--- src/rtl/sequenciador_exibicao.sv ---
// rtl/sequenciador_exibicao.sv - plays the stored ROM sequence on the LEDs before each round
// Optional abort input/flag enabled by defining EXIBE_ABORTA_EN.
module sequenciador_exibicao #(
  parameter int ADDR_W    = 4,
  parameter int DATA_W    = 4,
  parameter int T_ACESO   = 1000,
  parameter int T_APAGADO = 500
) (
  input  logic              clock_i,
  input  logic              reset_i,
  input  logic              iniciar_i,
  input  logic [ADDR_W-1:0] rodada_i,
  input  logic [DATA_W-1:0] dado_mem_i,
`ifdef EXIBE_ABORTA_EN
  input  logic              abortar_i,
  output logic              abortado_o,
`endif
  output logic [ADDR_W-1:0] endereco_o,
  output logic [DATA_W-1:0] leds_o,
  output logic              ocupado_o,
  output logic              pronto_o,
  output logic [3:0]        db_estado_o
);

  localparam int T_MAX = (T_ACESO > T_APAGADO) ? T_ACESO : T_APAGADO;
  localparam int TMR_W = $clog2(T_MAX) + 1;
  localparam logic [TMR_W-1:0] FIM_ACESO   = TMR_W'(T_ACESO - 1);
  localparam logic [TMR_W-1:0] FIM_APAGADO = TMR_W'(T_APAGADO - 1);

  typedef enum logic [2:0] {
    OCIOSO  = 3'd0,
    CARREGA = 3'd1,
    ACESO   = 3'd2,
    APAGADO = 3'd3,
    PROXIMO = 3'd4,
    FIM     = 3'd5
  } estado_t;

  estado_t           estado_q, estado_d;
  logic [ADDR_W-1:0] endereco_q, endereco_d;
  logic [ADDR_W-1:0] ultimo_q, ultimo_d;
  logic [TMR_W-1:0]  timer_q, timer_d;
  logic              aborta;

`ifdef EXIBE_ABORTA_EN
  logic abortado_q, abortado_d;
  assign aborta = abortar_i;
`else
  assign aborta = 1'b0;
`endif

  always_ff @(posedge clock_i or negedge reset_i) begin
    if (!reset_i) begin
      estado_q   <= OCIOSO;
      endereco_q <= '0;
      ultimo_q   <= '0;
      timer_q    <= '0;
`ifdef EXIBE_ABORTA_EN
      abortado_q <= 1'b0;
`endif
    end else begin
      estado_q   <= estado_d;
      endereco_q <= endereco_d;
      ultimo_q   <= ultimo_d;
      timer_q    <= timer_d;
`ifdef EXIBE_ABORTA_EN
      abortado_q <= abortado_d;
`endif
    end
  end

  always_comb begin
    estado_d   = estado_q;
    endereco_d = endereco_q;
    ultimo_d   = ultimo_q;
    timer_d    = timer_q;
`ifdef EXIBE_ABORTA_EN
    abortado_d = 1'b0;
`endif
    case (estado_q)
      OCIOSO: begin
        if (iniciar_i) begin
          ultimo_d   = rodada_i;
          endereco_d = '0;
          timer_d    = '0;
          estado_d   = CARREGA;
        end
      end
      CARREGA: begin
        timer_d  = '0;
        estado_d = ACESO;
      end
      ACESO: begin
        if (timer_q == FIM_ACESO) begin
          timer_d  = '0;
          estado_d = APAGADO;
        end else begin
          timer_d = timer_q + 1'b1;
        end
      end
      APAGADO: begin
        if (timer_q == FIM_APAGADO) begin
          timer_d  = '0;
          estado_d = (endereco_q == ultimo_q) ? FIM : PROXIMO;
        end else begin
          timer_d = timer_q + 1'b1;
        end
      end
      PROXIMO: begin
        endereco_d = endereco_q + 1'b1;
        estado_d   = CARREGA;
      end
      FIM: begin
        estado_d = OCIOSO;
      end
      default: begin
        estado_d = OCIOSO;
      end
    endcase

    // Abort wins over any normal step, but only while actively playing back.
    if (aborta && (estado_q == CARREGA || estado_q == ACESO ||
                   estado_q == APAGADO || estado_q == PROXIMO)) begin
      estado_d   = FIM;
      endereco_d = endereco_q;
      timer_d    = '0;
`ifdef EXIBE_ABORTA_EN
      abortado_d = 1'b1;
`endif
    end
  end

  always_comb begin
    leds_o      = '0;
    ocupado_o   = 1'b1;
    pronto_o    = 1'b0;
    db_estado_o = 4'h0;
    case (estado_q)
      OCIOSO: begin
        ocupado_o   = 1'b0;
        db_estado_o = 4'h0;
      end
      CARREGA: db_estado_o = 4'h1;
      ACESO: begin
        leds_o      = dado_mem_i;
        db_estado_o = 4'h2;
      end
      APAGADO: db_estado_o = 4'h3;
      PROXIMO: db_estado_o = 4'h4;
      FIM: begin
        pronto_o    = 1'b1;
        db_estado_o = 4'h5;
      end
      default: db_estado_o = 4'hF;
    endcase
  end

  assign endereco_o = endereco_q;

`ifdef EXIBE_ABORTA_EN
  assign abortado_o = abortado_q && (estado_q == FIM);
`endif

endmodule

--- config.mk ---
export PLATFORM = sky130hd
export DESIGN_NAME = sequenciador_exibicao
export DESIGN_NICKNAME = d
export VERILOG_FILES = /design/src/rtl/sequenciador_exibicao.sv
export SDC_FILE = /design/constraint.sdc
export NUM_CORES = 1
export LEC_CHECK = 0
export CORE_MARGIN = 2
export CORE_UTILIZATION = 55
export DETAILED_ROUTE_END_ITERATION = 12
export DONT_BUFFER_PORTS = 1
export GPL_TIMING_DRIVEN = 0
export PLACE_DENSITY = 0.69
export SYNTH_ARGS = -nofsm -noshare
export SYNTH_HDL_FRONTEND = slang
export SYNTH_SLANG_ARGS = --single-unit
--- constraint.sdc ---
create_clock -name clock_i -period 3.4 [get_ports clock_i]
set_input_delay 0.85 -clock clock_i [delete_from_list [all_inputs] [get_ports clock_i]]
set_output_delay 0.85 -clock clock_i [all_outputs]
set_load 0.03 [all_outputs]
==> run metrics <==
outcome=complete, no violations; WL final=2782 um; number of synthesized register bits=22; cells taking the most area after synthesis=dfrtp_1, nand3_1, nand2_1; Seq. cell area=550.5 um^2; Skew-Pair Late Insertion Delay=0.33 ns; Post-Syn Nets=153; IR drop worst, VDD=0.3004 mV; CP arrival=1.84 ns; worst hold slack=0.1879 ns; ys flop type=dfrtp_1; initial antenna violation count=0; CTS H-tree depth=1; Final HPWL DP=2048 um; Most Crowded Layer GR=met2; per-cell routed wire length=16.17 um; CTS Buffer Depth=2; Ports=25; DRC viols=0; Multi-input gate area=718.2 um^2; endpoints failing hold=0; layout cells sized above 1=14.58%; Initial Util=59.21%; PostCTS Resize Cnt=0; core area=0.002255 mm^2; hold buffer count at CTS=0; reg2reg start=timer_q[0]; pwr dens=341.3 mW/mm^2; R2R Setup Slk=1.54 ns; ANT nets after route=0; Mapped Area=0.001335 mm^2; CTS tree=done; worst reg2reg path depth=5; Final Instance Area=0.001423 mm^2; CTS Buf Count=3; FFs w/ async S/R, synth=100.0%; utilization after layout=63.10%; DIE HEIGHT=53.27 um; Sink Count=22; minimum clock period=2.694 ns; met2 Usage GRT=39.71%; area of the die=0.002837 mm^2; via count=1,100; via/cell ratio=6.395; total power=485.5 uW; worst-margin pin slew=0.4551 ns; Setup crit end kind=primary output; Slew Limit Fails=0; maxcap violations=0; Area after DPL=0.001370 mm^2; clock root cell=clkbuf_4; First DRT Iteration DRCs=12; final setup vio count=0; Hold WC Path Type=input port to async pin; GRT Total Usage=22.39%; total grt overflow=0; sequential area share after synthesis=41.24%; most common cell in the netlist=dfrtp_1; critical path start-end classification=flop to primary output; unique cell type count in the Yosys netlist=44; number of global-route vias before repair=1,037; drt pass-1 iters=4; WP data required=2.55 ns; fmax=371.1 MHz; RSZ-0062 raised after global routing=false; Critical Path Start Type=flop; most frequent cells after synthesis=dfrtp_1, nand2_1, nand3_1; Post-Synthesis Cells=140; GP Congestion=0.7597; clock slew at reported path FFs=0.15 ns; n_diodes=0; share of the synthesized area in the top cell type=41.24%; leakage power=0.0006262 uW; Fillers=197; clock skew=0.02386 ns; CP max FO=10; first-pass GRT wire length=4629 um; cell taking the most area after synthesis=dfrtp_1; Port Buffers=0; P&R area growth vs syn=6.560%; Worst R2R End=timer_q[6]; Post-synth EDFFs=0; relative max-transition margin=69.34%; Post-CTS Setup Inserts=0; met3 global-route usage=2.825%; # rows=17; number of synthesis warnings=0; Global Route met1 Usage=27.55%; Total Negative Setup Slacks=0 ns; die width=53.27 um; final worst-path cycle share=79.25%; post-synthesis area per instance=9.536 um^2; pin count of the biggest net entering global routing=23; final net count=158
cell type report:
| type | count | share of cell area, % |
|---|---|---|
| Sequential cell | 22 | 38.70 |
| Tap cell | 28 | 2.463 |
| Clock inverter | 1 | 2.111 |
| Multi-Input combinational cell | 105 | 50.48 |
| Inverter | 6 | 1.583 |
| Buffer | 7 | 3.078 |
| Clock buffer | 3 | 1.583 |
where the power goes:
part | switching, uW | internal (uW) | leakage [uW]
registers | 1.57 | 264 | 0.000283
logic | 8.63 | 5.00 | 0.000315
clock network | 86.8 | 119 | 0.0000279
cell families (layout without fill, tap and decap cells):
kind of cell	after synthesis	after routing	share of synthesized area, %
simple gates	61	61	26.52
compound gates	33	33	18.74
flops	22	22	41.24
buf+inv	13	17	4.967
xor+xnor	5	5	3.280
mux	4	4	3.374
fa+ha+maj	2	2	1.874
cells in the final DEF (no fill, tap or decap), types with 3 or more instances in the layout:
| cell type | n |
|---|---|
| inv_1 | 6 |
| and3_1 | 8 |
| nand3_1 | 12 |
| nor2_1 | 3 |
| o211ai_1 | 6 |
| nand2_1 | 14 |
| and2_1 | 3 |
| nor4_1 | 3 |
| mux2_2 | 4 |
| nand4_1 | 3 |
| clkbuf_1 | 3 |
| o21ai_1 | 3 |
| xnor2_1 | 4 |
| dfrtp_1 | 22 |
| o21ai_0 | 7 |
| clkbuf_4 | 3 |
critical path, stage by stage, from the launching register on:
cell and delay, ns:
dfrtp_1 0.46, clkbuf_1 0.24, nor2_1 0.42, and3_1 0.42
metrics by stage:
step           worst slack (ns)  instances
2_1_floorplan             1.323        140
5_1_grt                  0.5651        172
6_report                 0.7057        172
4_1_cts                  0.7023        172
3_5_place_dp              1.063        168
3_3_place_gp              1.092        168
per-layer routing:
layer  share of wire, %  up-vias
met5                  0        -
met4                1.0        0
met3                3.8        4
met1                 45      546
li1                   -      530
met2                 50       20
worst max path at each step:
stage	startpoint	endpoint	slack, ns
floorplan	estado_q[2]	leds_o[0]	1.32
global placement	estado_q[2]	leds_o[3]	1.09
detailed placement	estado_q[2]	leds_o[3]	1.06
CTS	estado_q[2]	leds_o[3]	0.70
global route	estado_q[2]	leds_o[0]	0.57
finish	estado_q[2]	leds_o[3]	0.71
flip-flops by register name, indices dropped and copies added (netlist names):
name and flops:
timer_q 11, endereco_o 4, ultimo_q 4, estado_q 3
(Power assumes the default switching activity.)
